===== src/rtl/div8by4_seq.sv =====
// div8by4_seq: iterative restoring divider, one quotient bit per clock.
// Divides a product-width dividend by an operand-width divisor, which makes it
// the inverse datapath of the 4x4 multipliers (P / B must give back A, rem 0).
//
// state | meaning
// ------+-------------------------------------------------------------------
// IDLE  | waiting for start; also holds the one-cycle divide-by-zero wait
// RUN   | shifting/subtracting, one quotient bit per edge
// DONE  | results valid, done pulses; start is accepted here (back-to-back)
module div8by4_seq #(
  parameter int DIVIDEND_W = 8,
  parameter int DIVISOR_W  = 4
) (
  input  logic                  clk,
  input  logic                  rst,
  input  logic                  start,
  input  logic [DIVIDEND_W-1:0] dividend,
  input  logic [DIVISOR_W-1:0]  divisor,
  output logic                  busy,
  output logic                  done,
  output logic [DIVIDEND_W-1:0] quotient,
  output logic [DIVISOR_W-1:0]  remainder,
  output logic                  div_by_zero
);

  localparam int CNT_W = (DIVIDEND_W > 1) ? $clog2(DIVIDEND_W) : 1;
  localparam logic [CNT_W-1:0] LAST_ITER = CNT_W'(DIVIDEND_W - 1);

  typedef enum logic [1:0] {
    S_IDLE = 2'd0,
    S_RUN  = 2'd1,
    S_DONE = 2'd2
  } state_t;

  state_t                state;
  logic [DIVISOR_W:0]    r_q;
  logic [DIVIDEND_W-1:0] q_q;
  logic [DIVISOR_W-1:0]  divisor_q;
  logic [CNT_W-1:0]      cnt;
  // A zero divisor spends one idle cycle before reporting, so done lands one
  // edge after acceptance without ever raising busy.
  logic                  dz_pend;

  logic [DIVISOR_W:0]    r_shift;
  logic [DIVISOR_W:0]    r_trial;
  logic                  trial_ok;
  logic [DIVISOR_W:0]    r_next;
  logic [DIVIDEND_W-1:0] q_next;

  // One restoring step: shift {R,Q} left, trial-subtract the divisor, keep or restore.
  always_comb begin
    r_shift  = {r_q[DIVISOR_W-1:0], q_q[DIVIDEND_W-1]};
    r_trial  = r_shift - {1'b0, divisor_q};
    trial_ok = (r_shift >= {1'b0, divisor_q});
    r_next   = trial_ok ? r_trial : r_shift;
    q_next   = {q_q[DIVIDEND_W-2:0], trial_ok};
  end

  // Control FSM, iteration registers and registered result outputs.
  always_ff @(posedge clk) begin
    if (rst) begin
      state       <= S_IDLE;
      busy        <= 1'b0;
      done        <= 1'b0;
      quotient    <= '0;
      remainder   <= '0;
      div_by_zero <= 1'b0;
      r_q         <= '0;
      q_q         <= '0;
      divisor_q   <= '0;
      cnt         <= '0;
      dz_pend     <= 1'b0;
    end else begin
      done <= 1'b0;
      unique case (state)
        S_IDLE, S_DONE: begin
          state <= S_IDLE;
          if (dz_pend) begin
            dz_pend     <= 1'b0;
            state       <= S_DONE;
            done        <= 1'b1;
            quotient    <= '1;
            remainder   <= '0;
            div_by_zero <= 1'b1;
          end else if (start) begin
            divisor_q <= divisor;
            r_q       <= '0;
            q_q       <= dividend;
            cnt       <= '0;
            if (divisor == '0) begin
              dz_pend <= 1'b1;
            end else begin
              state <= S_RUN;
              busy  <= 1'b1;
            end
          end
        end
        S_RUN: begin
          r_q <= r_next;
          q_q <= q_next;
          cnt <= cnt + 1'b1;
          // Terminal count stops the run after exactly DIVIDEND_W steps.
          if (cnt == LAST_ITER) begin
            state       <= S_DONE;
            busy        <= 1'b0;
            done        <= 1'b1;
            quotient    <= q_next;
            remainder   <= r_next[DIVISOR_W-1:0];
            div_by_zero <= 1'b0;
          end
        end
        default: begin
          state <= S_IDLE;
          busy  <= 1'b0;
        end
      endcase
    end
  end

endmodule


===== config.mk =====
export PLATFORM = sky130hd
export DESIGN_NAME = div8by4_seq
export DESIGN_NICKNAME = d
export VERILOG_FILES = /design/src/rtl/div8by4_seq.sv
export SDC_FILE = /design/constraint.sdc
export NUM_CORES = 1
export LEC_CHECK = 0
export CORE_ASPECT_RATIO = 0.7
export CORE_UTILIZATION = 35
export CTS_CLUSTER_DIAMETER = 50
export DETAILED_ROUTE_END_ITERATION = 7
export GPL_TIMING_DRIVEN = 0
export SYNTH_ARGS = -nofsm -noshare
export SYNTH_HDL_FRONTEND = slang
export SYNTH_SLANG_ARGS = --single-unit

===== constraint.sdc =====
create_clock -name clk -period 5.1 [get_ports clk]
set_clock_uncertainty 0.2 [all_clocks]
set_input_delay 1.02 -clock clk [delete_from_list [all_inputs] [get_ports clk]]
set_output_delay 1.02 -clock clk [all_outputs]
set_load 0.1 [all_outputs]

==> summary.txt, run 1 <==
status = finished clean
Tcrit/Tclk final = 58.57%
Vias/cell = 4.837
Synth Area in Simple Gates = 22.03%
worst-margin pin slew = 976.1 ps
CTS max path bufs = 2
Pins Over Slew Limit = 0
sw frac = 31.86%
total setup buffers inserted after CTS = 0
nets = 253
Post-synth top flop = dfxtp_1
Avg Inst Size Synth = 8.982 um2
Hold Path Stages = 2
met3 WL = 161 um
I/O Pins = 30
Synth Area in Adders = 5.402%
area of the multi-input gates = 922.1 um2
gr ovfl total = 0
Hold Path Sink = divisor_q[3]
R2R Path Start = q_q[7]
dpl cells = 293
CTS tree = built
final worst slack = 2113 ps
Synth top cells by count = 37 x dfxtp_1, 36 x nand2_1, 25 x nor2_1
Antenna diodes = 0
Port Buf Inserts = 28
syn nets = 218
area delta synth->final = 25.52%
cells on worst reg2reg path = 6
CP startpoint kind = flop
number of synthesized flops with an enable pin = 0
Crit path largest cell delay = 1140 ps
vias in the first global route = 1243
worst-path cell chain = clkdlybuf4s50_1
count of final setup violators = 0
register area = 740.7 um2
die width = 86.77 um
critical path capture point type = output pin
Hold Fails Final Rpt = 0
largest cells by area after synthesis = dfxtp_1 42%, nand2_1 7.7%, a211oi_2 5.7%
Post-CTS Hold Fix Bufs = 0
# fillers = 488
Worst Hold Class = reg2reg
most frequent cell after synthesis = dfxtp_1
hold_sp = divisor_q[3]
asr flop ratio synth = 0%
H-tree levels = 2
site row count = 21
DRC violations left = 0
detailed placement HPWL = 2.889 mm
Die Ht = 61.34 um
RSZ-0062 raised after global routing = no
routed wl met2 = 1.549 mm
xor/xnor share of the synthesized area = 0.4975%
WP buf/inv = 1
FF+latch count, synth = 37
CTS clock-pin slew for the worst setup and hold paths = 70 ps
compound-gate portion of the synthesized area = 24.45%
wl on met1 = 2.111 mm
slowest CP cell = clkdlybuf4s50_1
Crit Path Class = reg2out
reg2reg setup slack = 3080 ps
crit path launch = quotient[2]
sequential fraction of the synthesis area = 42.08%
fraction of layout cells with a size suffix above 1 = 13.79%
drt pass-1 iters = 4
top-area cell type share of the netlist area = 42.08%
WL per Instance = 12.86 um
Synth cell types = 39
largest family of logic cells by synthesized area = compound AO/OA/AOI/OAI gates
CP arrival = 1770 ps
first-pass GRT wire length = 6.023 mm
mux cell area share after synthesis = 0%
antenna violations before repair = 0
final cell count without fillers = 301
Die Area = 0.005322 mm2
Starting Density = 36.61%
Slew HR = 34.72%
sw power = 213.0 uW
PostCTS Resize Cnt = 0
kind of cell adding the most delay to the critical path = buffers and inverters
Sink Count = 37
internal power = 455.5 uW
crit path time final = 2987 ps
largest net degree at the start of global routing = 12
Max-Cap Viols = 0
Top Layer Used = met4
total CTS buffers = 5
drt total wl = 3.870 mm
Leakage Power = 0.0008433 uW
Flop pwr share = 47.4%
DRT iter0 DRCs = 68
Max Fanout on Critical Path = 2
Achievable Freq = 0.3348 GHz
antenna viol nets, final = 0
All-Layer GR Usage = 15.48%
Peak VDD IR = 0.1621 mV
placer congestion estimate = 0.7903
Fin Setup TNS = 0 ps
Mapped Cells = 196
Power Density = 302.5 mW/mm2
Synth area leader = dfxtp_1
Synth Cell Area = 0.001760 mm2
core area = 0.004808 mm2
Root Buffer Master = clkbuf_8
total number of vias = 1456
pre-CTS WS = 2246 ps
Critical R2R Capture = r_q[0]
Gate power share = 23.0%
clock power share = 29.6%
Clock Latency Late Sink = 290 ps
synth warn = 0
Critical Path RT = 3880 ps
[power groups by stage]
stage | clock network [uW] | registers (uW) | logic [uW]
detailed placement | 0 | 323 | 153
floorplan | 0 | 332 | 103
global placement | 0 | 323 | 152
global route | 212 | 319 | 170
CTS | 203 | 317 | 154
finish | 198 | 317 | 154
[flip-flops by register name (all words and copies together) (netlist names)]
signal / flops
cnt: 3
quotient: 8
r_q: 4
busy: 1
done: 1
state: 2
divisor_q: 4
div_by_zero: 1
remainder: 4
dz_pend: 1
q_q: 8
[cells by family after synthesis]
group	after synthesis
compound gates	49
xor+xnor	1
fa+ha+maj	7
buf+inv	19
flops	37
simple gates	83
[placed cells by master (no fill, tap or decap), types with 4 or more instances in the layout]
master,count
nor2_1,25
dfxtp_1,37
nand2_1,36
clkbuf_1,5
clkdlybuf4s50_1,28
and3_1,4
ha_1,6
nor2b_1,4
a311oi_1,9
a21oi_1,15
inv_1,7
clkbuf_8,5
a211oi_2,8
[per-layer routing]
layer | up-vias | GRT usage (%)
li1 | 760 | -
met1 | 661 | 21.99
met2 | 27 | 22.00
met3 | 8 | 4.558
met4 | 0 | 6.429
met5 | - | 0
[worst max-delay path by stage]
stage,endpoint,slack [ps],cells past startpoint
floorplan,quotient[0],2960,0
detailed placement,q_q[4],2250,5
finish,quotient[2],2110,1
CTS,quotient[2],2100,1
global placement,q_q[4],2250,5
global route,quotient[7],2070,1
[stage by stage]
| step | hold WS, ps | utilization, % | power [uW] | cell area [um2] |
|---|---|---|---|---|
| finish | 255.9 | 45.95 | 668.5 | 2210 |
| global route | 284.7 | 45.95 | 700.9 | 2210 |
| CTS | 259.9 | 45.95 | 673.2 | 2210 |
| detailed placement | 247.5 | 44.24 | 476.1 | 2127 |
| global placement | 244.4 | 44.24 | 475.8 | 2127 |
| floorplan | 236.3 | - | 434.3 | 1760 |
[layout make-up]
type                    instances  share of cell area (%)
plain buffers                  12                   3.228
well taps                      69                   3.907
inverters                       7                   1.189
clock inverters                 2                  0.4530
flip-flops and latches         37                   33.52
multi-input cells             140                   41.73
clock buffers                   6                   3.284
repair buffers                 28                   12.68
Power figures use the tool's default switching activity.
==> run 2, diff against run 1 <==
==> constraint.sdc (replaced) <==
create_clock -name clk -period 2.8 [get_ports clk]
set_clock_uncertainty 0.2 [all_clocks]
set_input_delay 0.56 -clock clk [delete_from_list [all_inputs] [get_ports clk]]
set_output_delay 0.56 -clock clk [all_outputs]
set_load 0.1 [all_outputs]
==> results of run 2 <==
The final DEF is identical to that of run 1. Status: finished clean.
Among the figures that moved: setup slack after placement 2246 ps -> 405.5 ps; setup slack after layout 2113 ps -> 272.9 ps; register-to-register setup slack 3080 ps -> 780 ps; total power 668.5 uW -> 1218 uW; worst IR drop on VDD 0.1621 mV -> 0.2953 mV
==> run 3, diff against run 2 <==
--- a/config.mk
+++ b/config.mk
@@ -6,10 +6,11 @@
 export NUM_CORES = 1
 export LEC_CHECK = 0
 export CORE_ASPECT_RATIO = 0.7
-export CORE_UTILIZATION = 35
+export CORE_UTILIZATION = 50
 export CTS_CLUSTER_DIAMETER = 50
 export DETAILED_ROUTE_END_ITERATION = 7
 export GPL_TIMING_DRIVEN = 0
+export PLACE_DENSITY = 0.76
 export SYNTH_ARGS = -nofsm -noshare
 export SYNTH_HDL_FRONTEND = slang
 export SYNTH_SLANG_ARGS = --single-unit
==> run 3 against run 2 <==
Utilization is 21 points higher. Final area is 1.2% lower. Critical endpoint is now quotient[1]. Count of clock-buffer cells in the layout unchanged. Final cell count shrank 7.3%. Fmax decreased by 1.3%. Sequential power barely moved. Die area fell by 29%. Global-route usage grew 9.7 points. Hold slack better by 8.7 ps. Total power grew 0.22%. Wire length grew 11%. Setup slack worse by 33 ps.
==> summary.txt, run 3 (same netlist as run 1, synthesis figures left out) <==
Flop pwr share = 47.4% (about the same)
critical path capture point type = output pin
WL per Instance = 15.33 um (+19%)
placer congestion estimate = 0.8094 (+2.4%)
sw frac = 31.96%
Port Buf Inserts = 28 (unchanged)
Clock Latency Late Sink = 290 ps (about the same)
total number of vias = 1547 (+6.3%)
Max-Cap Viols = 0 (unchanged)
detailed placement HPWL = 3.189 mm (+10%)
GRT met3 Usage = 6.589% (+2.0 points)
kind of cell adding the most delay to the critical path = buffers and inverters
CP startpoint kind = flop
site row count = 17 (-19%)
worst-margin pin slew = 990.8 ps (+14.71 ps)
Pins Over Slew Limit = 0 (unchanged)
# fillers = 274 (-44%)
crit path time final = 2560 ps
Slew HR = 33.74% (-0.98 points)
Hold Fails Final Rpt = 0 (unchanged)
Vias/cell = 5.545 (+15%)
Critical Path RT = 2040 ps
gr busiest metal = met2
antenna viol nets, final = 0 (unchanged)
Root Buffer Master = clkbuf_8
Post-CTS Hold Fix Bufs = 0 (unchanged)
count of final setup violators = 0 (unchanged)
sw power = 390.0 uW
Crit Path Class = reg2out
reg2reg setup slack = 680 ps
CTS clock-pin slew for the worst setup and hold paths = 70 ps (about the same)
WP buf/inv = 1 (unchanged)
final worst slack = 240.2 ps
Sink Count = 37 (unchanged)
All-Layer GR Usage = 25.15% (+9.7 points)
internal power = 830.3 uW
Max Fanout on Critical Path = 2 (unchanged)
CTS max path bufs = 2 (unchanged)
Die Area = 0.003766 mm2 (-29%)
fraction of layout cells with a size suffix above 1 = 13.79% (unchanged)
DRC violations left = 0 (unchanged)
Starting Density = 54.09% (+17 points)
core area = 0.003254 mm2 (-32%)
nets = 253 (unchanged)
vias in the first global route = 1484 (+19%)
first-pass GRT wire length = 7.044 mm (+17%)
GR Util met1 = 32.53% (+11 points)
Power Density = 559.3 mW/mm2
area delta synth->final = 23.95%
R2R Path Start = q_q[7]
largest net degree at the start of global routing = 12 (unchanged)
Peak VDD IR = 0.3810 mV
Leakage Power = 0.0008433 uW (unchanged)
PostCTS Resize Cnt = 0 (unchanged)
DRT iter0 DRCs = 97 (+43%)
worst-path cell chain = clkdlybuf4s50_1
total CTS buffers = 5 (unchanged)
CP arrival = 1800 ps (+30 ps)
RSZ-0062 raised after global routing = no
die width = 72.92 um (-16%)
status = finished clean
drt pass-1 iters = 4 (unchanged)
Fin Setup TNS = 0 ps (unchanged)
most frequent cells in the layout = 37 x dfxtp_1, 36 x nand2_1, 28 x clkdlybuf4s50_1, 25 x nor2_1, 15 x a21oi_1
Gate power share = 23.5% (+0.5 points)
Achievable Freq = 0.3907 GHz
clock power share = 29.1% (-0.5 points)
Regs by FF count = q_q: 8 flops, quotient: 8 flops
Antenna diodes = 0 (unchanged)
CTS tree = built
antenna violations before repair = 0 (unchanged)
pre-CTS WS = 422.7 ps
Tcrit/Tclk final = 91.42%
gr ovfl total = 0 (unchanged)
I/O Pins = 30 (unchanged)
Worst Hold Class = reg2reg
slowest CP cell = clkdlybuf4s50_1
Crit path largest cell delay = 1160 ps (+20 ps)
commonest non-fill, non-tap cell in the layout = dfxtp_1
H-tree levels = 2 (unchanged)
drt total wl = 4.277 mm (+11%)
total setup buffers inserted after CTS = 0 (unchanged)
crit path launch = quotient[1]
Die Ht = 51.65 um (-16%)
hold_sp = remainder[0]
grt met2 use = 41.28% (+19 points)
## run 3: area by class of cell
type	count	area, um2	share of cell area (%)
inverter	7	26.28	1.204
buffer	12	71.32	3.268
sequential	37	740.7	33.94
timing repair buffer	28	280.3	12.84
clock inverter	2	10.01	0.4587
clock buffer	6	72.57	3.326
multi-input combinational	140	922.1	42.26
tap	47	58.81	2.695
## run 3: power by group through the flow
stage               Sequential (uW)  Combinational (uW)  Clock [uW]
floorplan                       604                 187           0
global placement                588                 269           0
finish                          579                 287         355
CTS                             578                 283         359
detailed placement              589                 282           0
global route                    581                 312         385
## run 3: worst paths after layout
check                 endpoint  cells past startpoint
setup / recovery   quotient[1]                      1
hold / removal    remainder[0]                      2
setup reg to reg        r_q[1]                      6
hold reg to reg   remainder[0]                      2
## run 3: metal layers
metal / wire (um) / share of wire [%]
met2: 2019 / 47
met1: 1962 / 46
met3: 239 / 5.6
met4: 56 / 1.3
met5: 0 / 0
## run 3: metrics by stage
stage / std cells / hold WS, ps / util (%) / instance area (um2) / total power, uW
2_1_floorplan: 196 / 236.3 / - / 1760 / 791.1
3_3_place_gp: 271 / 245.4 / 64.51 / 2100 / 857.1
3_5_place_dp: 271 / 254.8 / 64.51 / 2100 / 870.8
4_1_cts: 279 / 264.7 / 67.05 / 2182 / 1219
5_1_grt: 279 / 288.3 / 67.05 / 2182 / 1278
6_report: 279 / 264.6 / 67.05 / 2182 / 1220
